[src/rtl/cp0_pkg.sv]
// cp0_pkg
//  Shared constants for the CP0 slice: CP0 register numbers, MIPS ExcCode values,
//  and the bit positions of the Status and Cause fields used by the parent and the bench.
//  No ports; imported by cp0_timer and cp0_exc_unit.
package cp0_pkg;

   // CP0 register numbers (rd field of mtc0/mfc0, select 0)
   localparam logic [4:0] REG_BADVADDR = 5'd8;
   localparam logic [4:0] REG_COUNT    = 5'd9;
   localparam logic [4:0] REG_COMPARE  = 5'd11;
   localparam logic [4:0] REG_STATUS   = 5'd12;
   localparam logic [4:0] REG_CAUSE    = 5'd13;
   localparam logic [4:0] REG_EPC      = 5'd14;
   localparam logic [4:0] REG_PRID     = 5'd15;
   localparam logic [4:0] REG_CONFIG   = 5'd16;

   typedef enum logic [4:0] {
      EXC_INT  = 5'd0,
      EXC_ADEL = 5'd4,
      EXC_ADES = 5'd5,
      EXC_SYS  = 5'd8,
      EXC_BP   = 5'd9,
      EXC_RI   = 5'd10,
      EXC_OV   = 5'd12
   } exc_code_e;

   // Status field positions
   localparam int ST_IE    = 0;
   localparam int ST_EXL   = 1;
   localparam int ST_IM_LO = 8;
   localparam int ST_IM_HI = 15;
   localparam int ST_BEV   = 22;

   // Cause field positions
   localparam int CA_EXC_LO = 2;
   localparam int CA_EXC_HI = 6;
   localparam int CA_IP_LO  = 8;
   localparam int CA_IP_HI  = 15;
   localparam int CA_TI     = 30;
   localparam int CA_BD     = 31;

   // Only address-error exceptions capture a faulting address into BadVAddr.
   function automatic logic is_addr_exc(input logic [4:0] code);
      return (code == 5'(EXC_ADEL)) || (code == 5'(EXC_ADES));
   endfunction

endpackage

[src/rtl/cp0_timer.sv]
// cp0_timer
//  Count/Compare timer. A prescaler divides clk by COUNT_DIV; Count increments on each
//  prescaler wrap. TI is a sticky flag set when the incremented Count equals Compare and
//  cleared by any Compare write.
// Ports
//  clk, rst            clock, asynchronous active-high reset
//  count_we/_wdata     load Count (also clears the prescaler)
//  compare_we/_wdata   load Compare (also clears TI)
//  count, compare, ti  live register values
module cp0_timer #(
   parameter int COUNT_DIV = 2
) (
   input  logic        clk,
   input  logic        rst,
   input  logic        count_we,
   input  logic [31:0] count_wdata,
   input  logic        compare_we,
   input  logic [31:0] compare_wdata,
   output logic [31:0] count,
   output logic [31:0] compare,
   output logic        ti
);
   import cp0_pkg::*;

   localparam int PS_W = (COUNT_DIV > 1) ? $clog2(COUNT_DIV) : 1;
   localparam logic [PS_W-1:0] PS_MAX = PS_W'(COUNT_DIV - 1);

   logic [PS_W-1:0] prescale_reg, prescale_next;
   logic [31:0]     count_reg, count_next;
   logic [31:0]     compare_reg, compare_next;
   logic            ti_reg, ti_next;
   logic            tick;
   logic [31:0]     count_inc;
   logic            ti_set;

   always_comb begin
      tick      = (prescale_reg == PS_MAX);
      count_inc = count_reg + 32'd1;
      // The match is judged on the free-running increment, so a simultaneous
      // Count write cannot hide a match that was about to happen.
      ti_set    = tick && (count_inc == compare_reg);

      prescale_next = tick ? '0 : prescale_reg + PS_W'(1);
      count_next    = tick ? count_inc : count_reg;
      if (count_we) begin
         count_next    = count_wdata;
         prescale_next = '0;
      end

      compare_next = compare_we ? compare_wdata : compare_reg;
      // A Compare write re-arms the timer, so it clears even a coincident match.
      ti_next      = compare_we ? 1'b0 : (ti_reg | ti_set);
   end

   always_ff @(posedge clk or posedge rst) begin
      if (rst) begin
         prescale_reg <= '0;
         count_reg    <= '0;
         compare_reg  <= '0;
         ti_reg       <= 1'b0;
      end else begin
         prescale_reg <= prescale_next;
         count_reg    <= count_next;
         compare_reg  <= compare_next;
         ti_reg       <= ti_next;
      end
   end

   assign count   = count_reg;
   assign compare = compare_reg;
   assign ti      = ti_reg;

endmodule

[src/rtl/cp0_exc_unit.sv]
// cp0_exc_unit
//  MIPS32 CP0 beside the MEM/WB boundary: Status, Cause, EPC, BadVAddr, PRId, Config and the
//  Count/Compare timer (cp0_timer). Handles precise exception entry and ERET return.
// Ports
//  clk, rst                        clock, asynchronous active-high reset
//  mtc0_we/_addr/_wdata            CP0 register write
//  mfc0_addr / mfc0_rdata          combinational CP0 register read
//  exc_valid/_code/_bd/_pc/_badvaddr  committed exception
//  eret                            committed ERET
//  hw_int                          level-sensitive external interrupts
//  int_req                         registered interrupt request
//  flush, redirect_pc              pipeline flush and new fetch PC
//  status_o, cause_o, epc_o        live register values
module cp0_exc_unit #(
   parameter int          N_HW      = 6,
   parameter int          COUNT_DIV = 2,
   parameter logic [31:0] EXC_VEC   = 32'hBFC00380,
   parameter logic [31:0] PRID_VAL  = 32'h00004220,
   parameter logic [31:0] CFG_VAL   = 32'h00008000
) (
   input  logic            clk,
   input  logic            rst,
   input  logic            mtc0_we,
   input  logic [4:0]      mtc0_addr,
   input  logic [31:0]     mtc0_wdata,
   input  logic [4:0]      mfc0_addr,
   output logic [31:0]     mfc0_rdata,
   input  logic            exc_valid,
   input  logic [4:0]      exc_code,
   input  logic            exc_bd,
   input  logic [31:0]     exc_pc,
   input  logic [31:0]     exc_badvaddr,
   input  logic            eret,
   input  logic [N_HW-1:0] hw_int,
   output logic            int_req,
   output logic            flush,
   output logic [31:0]     redirect_pc,
   output logic [31:0]     status_o,
   output logic [31:0]     cause_o,
   output logic [31:0]     epc_o
);
   import cp0_pkg::*;

   logic [7:0]  im_reg, im_next;
   logic        exl_reg, exl_next;
   logic        ie_reg, ie_next;
   logic        bd_reg, bd_next;
   logic [4:0]  exc_code_reg, exc_code_next;
   logic [1:0]  ip_sw_reg, ip_sw_next;
   logic [5:0]  ip_hw_reg;
   logic [31:0] epc_reg, epc_next;
   logic [31:0] badvaddr_reg, badvaddr_next;
   logic        int_req_reg, int_req_next;

   logic [31:0] count, compare;
   logic        ti;
   logic [5:0]  hw_ext;
   logic [7:0]  ip_vec;
   logic [31:0] status_val, cause_val;
   logic        wr_status, wr_cause, wr_epc, wr_count, wr_compare;

   // Lines beyond N_HW are tied low so their IP bits read 0.
   genvar gi;
   generate
      for (gi = 0; gi < 6; gi++) begin : g_hw
         if (gi < N_HW) begin : g_used
            assign hw_ext[gi] = hw_int[gi];
         end else begin : g_tied
            assign hw_ext[gi] = 1'b0;
         end
      end
   endgenerate

   assign wr_status  = mtc0_we && (mtc0_addr == REG_STATUS);
   assign wr_cause   = mtc0_we && (mtc0_addr == REG_CAUSE);
   assign wr_epc     = mtc0_we && (mtc0_addr == REG_EPC);
   assign wr_count   = mtc0_we && (mtc0_addr == REG_COUNT);
   assign wr_compare = mtc0_we && (mtc0_addr == REG_COMPARE);

   cp0_timer #(
      .COUNT_DIV(COUNT_DIV)
   ) u_timer (
      .clk          (clk),
      .rst          (rst),
      .count_we     (wr_count),
      .count_wdata  (mtc0_wdata),
      .compare_we   (wr_compare),
      .compare_wdata(mtc0_wdata),
      .count        (count),
      .compare      (compare),
      .ti           (ti)
   );

   // IP[15] shares the top hardware line with the timer flag.
   assign ip_vec = {ip_hw_reg[5] | ti, ip_hw_reg[4:0], ip_sw_reg};

   always_comb begin
      status_val = '0;
      status_val[ST_BEV]            = 1'b1;
      status_val[ST_IM_HI:ST_IM_LO] = im_reg;
      status_val[ST_EXL]            = exl_reg;
      status_val[ST_IE]             = ie_reg;

      cause_val = '0;
      cause_val[CA_BD]               = bd_reg;
      cause_val[CA_TI]               = ti;
      cause_val[CA_IP_HI:CA_IP_LO]   = ip_vec;
      cause_val[CA_EXC_HI:CA_EXC_LO] = exc_code_reg;
   end

   // Next-state: the three sources are applied lowest priority first, so a
   // later (higher-priority) assignment to the same field overrides.
   always_comb begin
      im_next       = im_reg;
      exl_next      = exl_reg;
      ie_next       = ie_reg;
      bd_next       = bd_reg;
      exc_code_next = exc_code_reg;
      ip_sw_next    = ip_sw_reg;
      epc_next      = epc_reg;
      badvaddr_next = badvaddr_reg;

      if (wr_status) begin
         im_next  = mtc0_wdata[ST_IM_HI:ST_IM_LO];
         exl_next = mtc0_wdata[ST_EXL];
         ie_next  = mtc0_wdata[ST_IE];
      end
      if (wr_cause) begin
         ip_sw_next = mtc0_wdata[CA_IP_LO+1:CA_IP_LO];
      end
      // An exception owns EPC in its cycle even when nested leaves it unchanged.
      if (wr_epc && !exc_valid) begin
         epc_next = mtc0_wdata;
      end

      if (eret) begin
         exl_next = 1'b0;
      end

      if (exc_valid) begin
         exl_next      = 1'b1;
         exc_code_next = exc_code;
         if (!exl_reg) begin
            epc_next = exc_bd ? (exc_pc - 32'd4) : exc_pc;
            bd_next  = exc_bd;
         end
         if (is_addr_exc(exc_code)) begin
            badvaddr_next = exc_badvaddr;
         end
      end

      int_req_next = ie_reg && !exl_reg && (|(ip_vec & im_reg));
   end

   always_ff @(posedge clk or posedge rst) begin
      if (rst) begin
         im_reg       <= '0;
         exl_reg      <= 1'b0;
         ie_reg       <= 1'b0;
         bd_reg       <= 1'b0;
         exc_code_reg <= '0;
         ip_sw_reg    <= '0;
         ip_hw_reg    <= '0;
         epc_reg      <= '0;
         badvaddr_reg <= '0;
         int_req_reg  <= 1'b0;
      end else begin
         im_reg       <= im_next;
         exl_reg      <= exl_next;
         ie_reg       <= ie_next;
         bd_reg       <= bd_next;
         exc_code_reg <= exc_code_next;
         ip_sw_reg    <= ip_sw_next;
         ip_hw_reg    <= hw_ext;
         epc_reg      <= epc_next;
         badvaddr_reg <= badvaddr_next;
         int_req_reg  <= int_req_next;
      end
   end

   always_comb begin
      case (mfc0_addr)
         REG_BADVADDR: mfc0_rdata = badvaddr_reg;
         REG_COUNT:    mfc0_rdata = count;
         REG_COMPARE:  mfc0_rdata = compare;
         REG_STATUS:   mfc0_rdata = status_val;
         REG_CAUSE:    mfc0_rdata = cause_val;
         REG_EPC:      mfc0_rdata = epc_reg;
         REG_PRID:     mfc0_rdata = PRID_VAL;
         REG_CONFIG:   mfc0_rdata = CFG_VAL;
         default:      mfc0_rdata = '0;
      endcase
   end

   assign int_req     = int_req_reg;
   assign flush       = exc_valid | eret;
   assign redirect_pc = exc_valid ? EXC_VEC : epc_reg;
   assign status_o    = status_val;
   assign cause_o     = cause_val;
   assign epc_o       = epc_reg;

endmodule

[config.mk]
export PLATFORM = sky130hd
export DESIGN_NAME = cp0_exc_unit
export DESIGN_NICKNAME = d
export VERILOG_FILES = /design/src/rtl/cp0_pkg.sv /design/src/rtl/cp0_timer.sv /design/src/rtl/cp0_exc_unit.sv
export SDC_FILE = /design/constraint.sdc
export NUM_CORES = 1
export LEC_CHECK = 0
export BUFFER_PORTS_ARGS = -buffer_cell sky130_fd_sc_hd__buf_2
export CORE_ASPECT_RATIO = 0.9
export CORE_MARGIN = 2
export CORE_UTILIZATION = 57
export CTS_CLUSTER_SIZE = 16
export DETAILED_ROUTE_END_ITERATION = 12
export PLACE_DENSITY = 0.87
export SLEW_MARGIN = 20
export SYNTH_ARGS = -nofsm -noshare
export SYNTH_HDL_FRONTEND = slang
export SYNTH_SLANG_ARGS = --single-unit
[constraint.sdc]
create_clock -name clk -period 13 [get_ports clk]
set_input_delay 0.65 -clock clk [delete_from_list [all_inputs] [get_ports clk]]
set_output_delay 0.65 -clock clk [all_outputs]
set_load 0.01 [all_outputs]
==> results.toml <==
[min_path]
hold_path_depth = 1
hp-class = "in2reg"
hold_end = "ip_hw_reg[4]"
hp-start = "hw_int[4]"

[drt]
vias = 9049
wl_per_cell_um = 22.5
finalWirelength_mm = 32.6
vias_per_cell = 6.26
drtAntennaViolNets = 0
firstDrtPassIters = 7
drcViolationCount = 0
first_iter_violations = 1276

[sta]
fin_crit_sh = 0.277
rsz0062_at_grt = "false"
finalSetupViolCount = 0
max_freq_ghz = 0.277
tightest_slew_ns = 1.16
slew_headroom = 0.226
final-max-slew-violation-count = 0
period_minus_slack_ns = 3.61
hold_viol = 0
finClkSkew_ns = 0.00669
hold_ws_ns = 0.325
fin_ws_ns = 9.39
fin_tns_setup_ns = 0

[yosys]
synth_area_um2 = 9740
ys_types = 61
syn_inst = 1028
postSynthAreaPerCell_um2 = 9.47
synth-edff-count = 0
yosys_warnings = 0
ys_ff_latch = 155
synth_largest_area_cell = "dfrtp_1"
yosys-top-cells-area = "dfrtp_1, mux2_2, xor2_1"
ys.flop_type = "dfrtp_1"
synth.top_cell.area_share = 0.398
ys_seq_area_frac = 0.398
async_reset_ff_frac = 1.00

[clock_tree]
post-cts-setup-buffer-count = 0
htreeDepth = 4
cts_tree = "yes"
ctsHoldBuffers = 0
insertion_delay_ns = 0.43
path_clk_slew_ns = 0.06
cts_buffers = 17
post_cts_resized = 0
cts_root_buf = "clkbuf_16"
cts_sinks = 155
cts_buffer_depth = 2

[critical_path]
cp_data_required_time_ns = 12.35
reg2reg_to = "u_timer.ti"
crit_type = "in2out"
endpoint_kind = "output pin"
worst-r2r-cell-count = 8
slowest_stage = "and3_1"
cp-start-kind = "input port"
path_cells = "buf_2 > nor2b_1 > and3_1 > a222oi_1 > nand2_1 > buf_2"
worstPathMaxFanout = 26
r2r_setup_slack_ns = 9.69
max_stage_delay_ns = 0.99
r2r-start = "u_timer.count[0]"
cp_common_cell = "buf_2"
cp.arrival_ns = 2.96

[floorplan]
fp.dieW_um = 142
die_area_um2 = 18100
fp.coreArea_um2 = 16800
start_util = 0.580
ios = 285
rows = 45
die_y_um = 128

[final_layout]
final_core_util = 0.678
instances_no_fill = 1446
area_growth_pct = 16.9
layout-drive-gt1-share = 0.327
fillers = 1340
fin_nets = 1343

[placed_design]
hpwl_mm = 24.1
dpl_worst_slack_ns = 9.45
gp_congestion = 1.02
port_buffers = 245
place_inst = 1410

[global_routing]
antenna_found_initial = 4
first_global_vias = 8495
grt_max_degree = 86
grt_pass1_wl_mm = 48.7
grt_usage = 0.357
grt_overflow = 0

[pwr]
peakVddDrop_uv = 117
power_density_nw_per_um2 = 150
leakagePower_nw = 5.09

[status]
status = "finished clean"

[job]
cap_violations = 0
## through the flow
step / power (mW) / area [um^2]
final: 1.70 / 11400
after global routing: 1.77 / 11400
after CTS: 1.68 / 11400
after detailed placement: 1.20 / 10800
after global placement: 1.18 / 10800
after floorplan: 1.04 / 9880
## power breakdown
group	leakage, nW	internal (mW)	switching [mW]
Clock	0.278	0.288	0.204
Sequential	1.83	0.583	0.172
Combinational	2.98	0.219	0.239
Total	5.09	1.09	0.614
## layout by cell type, fill, tap and decap left out, types with 4 or more instances in the layout
cell	instances
xnor2_1	46
nor3b_1	4
nor3_1	14
buf_4	12
clkbuf_16	17
or3_1	7
xor2_1	57
a222oi_1	9
or2_2	16
nand2b_1	7
a22oi_1	40
a21oi_1	67
nand4_1	24
or4_1	4
nor2b_1	26
inv_1	9
mux2i_1	43
and2_1	6
conb_1	39
mux2_2	85
o21ai_1	6
nor2_1	101
o221ai_1	5
nor4_1	5
and3_1	4
buf_2	245
dfrtp_1	155
nand2_1	77
o21ai_0	15
diode_2	5
nand3_1	18
## critical path, delay by kind of cell
kind	cells	cell delay, ns
buffers and inverters	2	0.45
AO/OA/AOI/OAI	1	0.29
AND/OR/NAND/NOR	3	1.54
## routing by layer
| metal | global-route usage | up-vias | wire length [um] |
|---|---|---|---|
| li1 | - | 3915 | - |
| met1 | 0.490 | 4345 | 12600 |
| met2 | 0.529 | 677 | 14400 |
| met3 | 0.115 | 112 | 4330 |
| met4 | 0.139 | 0 | 1290 |
| met5 | 0 | - | 0 |
## worst max-delay path by stage
| stage | from | to | slack (ns) | depth (start not counted) |
|---|---|---|---|---|
| after global routing | mfc0_addr[2] | mfc0_rdata[6] | 9.34 | 6 |
| after global placement | mfc0_addr[2] | mfc0_rdata[31] | 9.54 | 6 |
| after detailed placement | mfc0_addr[2] | mfc0_rdata[31] | 9.45 | 6 |
| after CTS | mfc0_addr[2] | mfc0_rdata[31] | 9.42 | 6 |
| final | mfc0_addr[2] | mfc0_rdata[31] | 9.39 | 6 |
| after floorplan | rst | badvaddr_reg[0] | 8.17 | 1 |
## Yosys cell counts (6+ instances only)
| cell type | count |
|---|---|
| buf_1 | 8 |
| or2_2 | 16 |
| dfrtp_1 | 155 |
| nand3_1 | 18 |
| nor2_1 | 101 |
| inv_1 | 10 |
| and2_1 | 6 |
| xor2_1 | 57 |
| nor3_1 | 16 |
| buf_2 | 19 |
| buf_4 | 52 |
| o21ai_0 | 15 |
| nand2b_1 | 8 |
| nor2b_1 | 26 |
| xnor2_1 | 46 |
| mux2i_1 | 43 |
| nand2_1 | 77 |
| a222oi_1 | 9 |
| or3_1 | 7 |
| nand4_1 | 24 |
| o21ai_1 | 6 |
| a22oi_1 | 40 |
| clkbuf_1 | 44 |
| mux2_2 | 85 |
| a21oi_1 | 67 |
## cell type report
class | count | area, um^2 | area share
Multi-Input combinational cell | 777 | 5300 | 0.466
Sequential cell | 155 | 3880 | 0.341
Timing Repair Buffer | 257 | 1320 | 0.116
Clock buffer | 21 | 450 | 0.0396
Tap cell | 211 | 264 | 0.0232
Clock inverter | 10 | 118 | 0.0103
Inverter | 10 | 42.5 | 0.00374
Antenna cell | 5 | 12.5 | 0.00110
## cell families (layout without fill, tap and decap cells)
family / after synthesis / in the layout / share of synthesized area
and+or+nand+nor: 337 / 337 / 0.176
xor gates and xnor gates: 103 / 103 / 0.0926
other: 2 / 44 / 0.000771
adders and majority gates: 2 / 2 / 0.00257
muxes: 128 / 128 / 0.142
buffers and inverters: 133 / 298 / 0.0738
AOI/OAI and AO/OA: 168 / 168 / 0.113
DFF: 155 / 155 / 0.398
No activity file was read; power rests on OpenSTA's default activity.
